[config.mk]
export PLATFORM = sky130hd
export DESIGN_NAME = mux_serializer_flat
export DESIGN_NICKNAME = d
export VERILOG_FILES = /design/src/rtl/mux_serializer_pkg.sv /design/src/rtl/mux_serializer_if.sv /design/src/rtl/mux_gap_counter.sv /design/src/rtl/mux_serializer.sv /design/src/flat_wrapper.sv
export SDC_FILE = /design/constraint.sdc
export NUM_CORES = 1
export LEC_CHECK = 0
export CORE_UTILIZATION = 35
export DETAILED_ROUTE_END_ITERATION = 6
export HOLD_SLACK_MARGIN = 0.03
export SLEW_MARGIN = 10
export SYNTH_ARGS = -nofsm -noshare
export SYNTH_HDL_FRONTEND = slang
export SYNTH_SLANG_ARGS = --single-unit
[constraint.sdc]
create_clock -name clk -period 1.45 [get_ports clk]
set_clock_uncertainty 0.2 [all_clocks]
set_input_delay 0.2175 -clock clk [delete_from_list [all_inputs] [get_ports clk]]
set_output_delay 0.2175 -clock clk [all_outputs]
set_load 0.02 [all_outputs]
[src/rtl/mux_serializer_pkg.sv]
// Shared definitions for the mux serializer: state encodings and the
// gap-counter width helper.
package mux_serializer_pkg;

    localparam logic [1:0] IDLE = 2'd0;
    localparam logic [1:0] BIT0 = 2'd1;
    localparam logic [1:0] BIT1 = 2'd2;
    localparam logic [1:0] GAP  = 2'd3;

    typedef enum logic [1:0] {
        ST_IDLE = IDLE,
        ST_BIT0 = BIT0,
        ST_BIT1 = BIT1,
        ST_GAP  = GAP
    } state_t;

    // Width needed to hold the value gap_cycles, never less than one bit.
    function automatic int unsigned gap_cnt_w(input int unsigned gap_cycles);
        int unsigned w;
        w = $clog2(gap_cycles + 1);
        return (w < 1) ? 1 : w;
    endfunction

endpackage

[src/rtl/mux_serializer_if.sv]
// Bundle between the upstream word source, the serializer and the 2:1 mux.
//   dato_in/valid_in/ready_out : upstream word handshake
//   s/a/notoe                  : mux drive
//   busy/count                 : status
//   y_in/check_err             : mux readback check (MUX_SERIALIZER_CHECK_EN only)
// master: the serializer side; slave: the environment side.
interface mux_serializer_if #(
    parameter int unsigned CNT_W = 8
);
    logic [1:0]       dato_in;
    logic             valid_in;
    logic             ready_out;
    logic             s;
    logic [1:0]       a;
    logic             notoe;
    logic             busy;
    logic [CNT_W-1:0] count;
`ifdef MUX_SERIALIZER_CHECK_EN
    logic             y_in;
    logic             check_err;

    modport master (
        input  dato_in, valid_in, y_in,
        output ready_out, s, a, notoe, busy, count, check_err
    );
    modport slave (
        output dato_in, valid_in, y_in,
        input  ready_out, s, a, notoe, busy, count, check_err
    );
`else
    modport master (
        input  dato_in, valid_in,
        output ready_out, s, a, notoe, busy, count
    );
    modport slave (
        output dato_in, valid_in,
        input  ready_out, s, a, notoe, busy, count
    );
`endif
endinterface

[src/rtl/mux_gap_counter.sv]
// Idle-gap down-counter. load presets the count; done_c is high on the last
// gap cycle (count of 1) and also when the count is zero, so a zero-length
// gap is bypassed immediately.
//   clk, reset : clock, synchronous active-high reset
//   load       : preset the counter with load_val
//   load_val   : gap length in cycles
//   done_c     : combinational, gap ends on this cycle's edge
module mux_gap_counter #(
    parameter int unsigned W = 1
) (
    input  logic         clk,
    input  logic         reset,
    input  logic         load,
    input  logic [W-1:0] load_val,
    output logic         done_c
);

    logic [W-1:0] cnt;

    // Count down to zero after a load, then hold.
    always_ff @(posedge clk) begin
        if (reset) begin
            cnt <= '0;
        end else if (load) begin
            cnt <= load_val;
        end else if (cnt != '0) begin
            cnt <= cnt - W'(1);
        end
    end

    assign done_c = (cnt <= W'(1));

endmodule

[src/rtl/mux_serializer.sv]
// Serializes 2-bit words onto a downstream 2:1 mux: a[0] is presented with
// s=0, then a[1] with s=1, notoe low only during those two cycles, followed
// by GAP_CYCLES idle cycles. Counts completed words modulo 2^CNT_W.
// Ports:
//   clk   : rising-edge clock
//   reset : synchronous, active-high
//   bus   : mux_serializer_if.master (handshake, mux drive, status)
// Optional: MUX_SERIALIZER_CHECK_EN adds a sticky check of the mux output
// (bus.y_in) against the bit being presented (bus.check_err).
module mux_serializer
    import mux_serializer_pkg::*;
#(
    parameter int unsigned GAP_CYCLES = 1,
    parameter int unsigned CNT_W      = 8
) (
    input logic                clk,
    input logic                reset,
    mux_serializer_if.master   bus
);

    localparam int unsigned GW = gap_cnt_w(GAP_CYCLES);

    state_t           state;
    state_t           state_d;
    logic             s_d;
    logic             notoe_d;
    logic [1:0]       a_d;
    logic [CNT_W-1:0] count_d;
    logic             gap_load;
    logic             gap_done;
    logic             accept;

    assign bus.ready_out = (state == ST_IDLE) && !reset;
    assign bus.busy      = (state != ST_IDLE);
    assign accept        = bus.valid_in && bus.ready_out;

    // Next state and next registered outputs.
    always_comb begin
        state_d  = state;
        s_d      = bus.s;
        a_d      = bus.a;
        notoe_d  = bus.notoe;
        count_d  = bus.count;
        gap_load = 1'b0;
        case (state)
            ST_IDLE: begin
                if (accept) begin
                    a_d     = bus.dato_in;
                    s_d     = 1'b0;
                    notoe_d = 1'b0;
                    state_d = ST_BIT0;
                end
            end
            ST_BIT0: begin
                s_d     = 1'b1;
                state_d = ST_BIT1;
            end
            ST_BIT1: begin
                notoe_d = 1'b1;
                s_d     = 1'b0;
                count_d = bus.count + CNT_W'(1);
                if (GAP_CYCLES > 0) begin
                    gap_load = 1'b1;
                    state_d  = ST_GAP;
                end else begin
                    state_d  = ST_IDLE;
                end
            end
            ST_GAP: begin
                if (gap_done) begin
                    state_d = ST_IDLE;
                end
            end
            default: state_d = ST_IDLE;
        endcase
    end

    // State and output registers.
    always_ff @(posedge clk) begin
        if (reset) begin
            state     <= ST_IDLE;
            bus.s     <= 1'b0;
            bus.a     <= 2'b00;
            bus.notoe <= 1'b1;
            bus.count <= '0;
        end else begin
            state     <= state_d;
            bus.s     <= s_d;
            bus.a     <= a_d;
            bus.notoe <= notoe_d;
            bus.count <= count_d;
        end
    end

    // Gap timing only exists when there is a gap to time.
    if (GAP_CYCLES > 0) begin : g_gap
        mux_gap_counter #(.W(GW)) u_gap (
            .clk      (clk),
            .reset    (reset),
            .load     (gap_load),
            .load_val (GW'(GAP_CYCLES)),
            .done_c   (gap_done)
        );
    end else begin : g_no_gap
        logic unused_gap_load;
        assign unused_gap_load = gap_load;
        assign gap_done        = 1'b1;
    end

`ifdef MUX_SERIALIZER_CHECK_EN
    logic mismatch;

    // Compare mux output against the bit presented in this cycle.
    always_comb begin
        mismatch = 1'b0;
        if (state == ST_BIT0) begin
            mismatch = (bus.y_in != bus.a[0]);
        end else if (state == ST_BIT1) begin
            mismatch = (bus.y_in != bus.a[1]);
        end
    end

    // Sticky error flag, cleared only by reset.
    always_ff @(posedge clk) begin
        if (reset) begin
            bus.check_err <= 1'b0;
        end else if (mismatch) begin
            bus.check_err <= 1'b1;
        end
    end
`endif

endmodule

[src/flat_wrapper.sv]
// flat-port wrapper written by rule: the top's interface ports become plain ports
module mux_serializer_flat import mux_serializer_pkg::*;
#(
    parameter int unsigned GAP_CYCLES = 1,
    parameter int unsigned CNT_W      = 8
)
  (clk, reset, bus_dato_in, bus_valid_in, bus_ready_out, bus_s, bus_a, bus_notoe, bus_busy, bus_count);
  mux_serializer_if #(.CNT_W(CNT_W)) bus_i ();
  input logic clk;
  input logic reset;
  input wire logic [$bits(bus_i.dato_in)-1:0] bus_dato_in;
  input wire logic [$bits(bus_i.valid_in)-1:0] bus_valid_in;
  output wire logic [$bits(bus_i.ready_out)-1:0] bus_ready_out;
  output wire logic [$bits(bus_i.s)-1:0] bus_s;
  output wire logic [$bits(bus_i.a)-1:0] bus_a;
  output wire logic [$bits(bus_i.notoe)-1:0] bus_notoe;
  output wire logic [$bits(bus_i.busy)-1:0] bus_busy;
  output wire logic [$bits(bus_i.count)-1:0] bus_count;
  assign bus_i.dato_in = bus_dato_in;
  assign bus_i.valid_in = bus_valid_in;
  assign bus_ready_out = bus_i.ready_out;
  assign bus_s = bus_i.s;
  assign bus_a = bus_i.a;
  assign bus_notoe = bus_i.notoe;
  assign bus_busy = bus_i.busy;
  assign bus_count = bus_i.count;
  mux_serializer #(.GAP_CYCLES(GAP_CYCLES), .CNT_W(CNT_W)) u_core (.clk(clk), .reset(reset), .bus(bus_i));
endmodule
==> reports/metrics.csv <==
metric,value,unit
fin_crit,1.49,ns
fin_crit_sh,103,%
htreeDepth,1,
cp-start-kind,register,
wire_per_inst,11.1,µm
core,1710,µm²
yosysSeqAreaShare,44.2,%
nNetsFinal,118,
synth_flop_cell,dfxtp_1,
grt_use_total,17.0,%
syn_avg_cell_area,9.06,µm²
grt_pass1_wl,2.41,mm
final_cell_area,1060,µm²
drt_iter0_drc,9,
syn_inst,70,
startpoint,u_core.state[0]$_SDFFE_PP0P_,
rsz0062_at_grt,yes,
synth_top_area_share,44.2,%
fill_cells,145,
n_antenna_cell,0,
ys_ff_latch,14,
synth_area,634,µm²
dieWidth,44.6,µm
io_buffers,18,
synthTopCellsByCount,"14 x dfxtp_1, 11 x nor2_1, 6 x a21oi_1, 5 x ha_1, 5 x nand2_1",
finalSetupViolations,5,
area_delta_synth_final,67.7,%
dp.cells,127,
report.final.slew_viol_count,0,
yosysTopAreaCell,dfxtp_1,
drtAntennaViolNets,0,
worstMarginPinSlew,0.206,ns
antenna_found_initial,0,
worstSkewPairLatency,0.28,ns
maxSlewHeadroom,86.1,%
maxCapViolations,0,
num_rows,15,
grt-ovfl-total,0,
worstSetupEndpoint,u_core.bus.count[5]$_SDFFE_PP0P_,
async_flop_share,0,%
cts_buffers,3,
grt_max_degree,15,
timing.rr.end,u_core.bus.count[5]$_SDFFE_PP0P_,
arrival,1.52,ns
status,"complete, but fails checks",
drive_gt1_share,39.3,%
cts_tree,yes,
hold_buffers,0,
setup_ws,-0.0405,ns
failed_checks,negative setup slack,
wirelength,1.46,mm
timing.hold.ws,0.260,ns
die_area,1990,µm²
drtPass1Iterations,4,
dieHeight,44.6,µm
hold_viol_final,0,
placed_cell_area,965,µm²
regToRegSetupSlack,-0.04,ns
route.detailed.drc,0,
power.leakage,0.488,nW
utilization,62.3,%
powerDensity,1520,nW/µm²
post_synth_num_cell_types,19,
clock-sinks,14,
path_clk_slew,0.09,ns
ys_warn_count,0,
worstPathRequired,1.48,ns
synth-edff-count,0,
hp-class,register to register,
fin_cells,132,
p_total,1.61,mW
grt_pass1_vias,540,
max-vdd-ir-drop,917,µV
reg2reg_from,u_core.state[0]$_SDFFE_PP0P_,
ctsRootBufferMaster,clkbuf_4,
synth_nets,80,
crit_fanout,4,
dpl.hpwl,1.02,mm
place_congestion,0.728,
fmax,671,MHz
num_vias,617,
via_per_inst,4.67,
endpoint_kind,register,
clockBufferDepth,2,
yosys-top-cells-area,"dfxtp_1 44%, ha_1 9.9%, nor2_1 6.5%, mux2i_1 6.3%, a21oi_1 4.7%",
ios,19,
start_util,37.1,%
r2r_cells,6,
critPathKind,register to register,
yosysMostFrequentCell,dfxtp_1,
where the power goes:
group / internal, mW / total, mW / switching (mW)
clock network: 0.153 / 0.284 / 0.131
logic: 0.409 / 0.826 / 0.417
registers: 0.457 / 0.502 / 0.0451
registers in the layout, indices dropped and copies added (netlist names):
register and cells:
u_core.bus.a 2, u_core.bus.notoe 1, u_core.bus.s 1, u_core.bus.count 8, u_core.state 2
worst min path at each step:
stage | from | endpoint | slack [ns] | cells after the start
2_1_floorplan | reset | u_core.bus.count[5]$_SDFFE_PP0P_ | 0.09 | 1
3_3_place_gp | u_core.bus.a[0]$_SDFFE_PP0P_ | u_core.bus.a[0]$_SDFFE_PP0P_ | 0.25 | 2
3_5_place_dp | u_core.bus.a[0]$_SDFFE_PP0P_ | u_core.bus.a[0]$_SDFFE_PP0P_ | 0.25 | 2
4_1_cts | u_core.bus.a[0]$_SDFFE_PP0P_ | u_core.bus.a[0]$_SDFFE_PP0P_ | 0.26 | 2
5_1_grt | u_core.bus.a[0]$_SDFFE_PP0P_ | u_core.bus.a[0]$_SDFFE_PP0P_ | 0.29 | 2
6_report | u_core.bus.a[1]$_SDFFE_PP0P_ | u_core.bus.a[1]$_SDFFE_PP0P_ | 0.26 | 2
cell type report:
class	instances	area, µm²	share of cell area (%)
Timing Repair Buffer	35	295	27.8
Inverter	3	13.8	1.29
Sequential cell	14	285	26.8
Multi-Input combinational cell	51	402	37.8
Tap cell	25	31.3	2.94
Clock buffer	4	36.3	3.41
cell usage in the layout (no fill, tap or decap):
master	instances
a211oi_2	1
a21oi_1	4
a21oi_2	2
buf_2	1
buf_4	15
buf_6	3
clkbuf_2	1
clkbuf_4	3
clkbuf_8	1
clkdlybuf4s15_1	2
clkdlybuf4s50_1	4
dfxtp_1	10
dfxtp_2	4
dlygate4sd2_1	9
ha_1	3
ha_4	2
inv_2	2
inv_4	1
mux2i_1	4
nand2_1	5
nand2b_4	1
nand3_1	3
nand3_2	1
nand4_1	2
nand4_4	1
nor2_1	10
nor2_2	1
o21ai_0	2
o21ai_1	1
o21bai_1	1
or3_1	2
or3_4	1
xnor2_1	1
xor2_1	2
xor2_2	1
kinds of logic (layout without fill, tap and decap cells):
kind of cell             after synthesis  count (layout)  synth area share, %
buffers and inverters                  5              42                 4.14
flip-flops                            14              14                 44.2
AO/OA/AOI/OAI                         11              11                 9.47
adder cells (fa/ha/maj)                5               5                 9.86
multiplexers                           4               4                 6.31
AND/OR/NAND/NOR                       27              27                 20.5
XOR/XNOR                               4               4                 5.52
metrics by stage:
stage / setup TNS (ns) / worst slack [ns]
6_report: -0.101 / -0.0405
5_1_grt: -0.424 / -0.0955
4_1_cts: -0.121 / -0.0593
3_5_place_dp: -1.26 / -0.380
3_3_place_gp: -1.09 / -0.375
2_1_floorplan: -0.0151 / -0.0151
routing by layer:
metal  GRT usage [%]  vias up  share of wire (%)
met1            23.8      289                 47
li1                -      312                  -
met5               0        -                  0
met4            5.45        0               0.68
met3            4.90        2                4.1
met2            25.3       14                 48
worst max-delay path: stages, from the launching register on:
cell and delay (ns):
dfxtp_2 0.34, inv_4 0.06, buf_6 0.10, ha_4 0.16
nand4_4 0.10, or3_4 0.35, a21oi_2 0.12
timing repair:
action,CTS,global route
pin swaps,5,8
endpoints found under the setup margin,25,12
buffers inserted,1,0
resized for setup,33,12
Note: power is estimated with default switching activity, not from simulation.
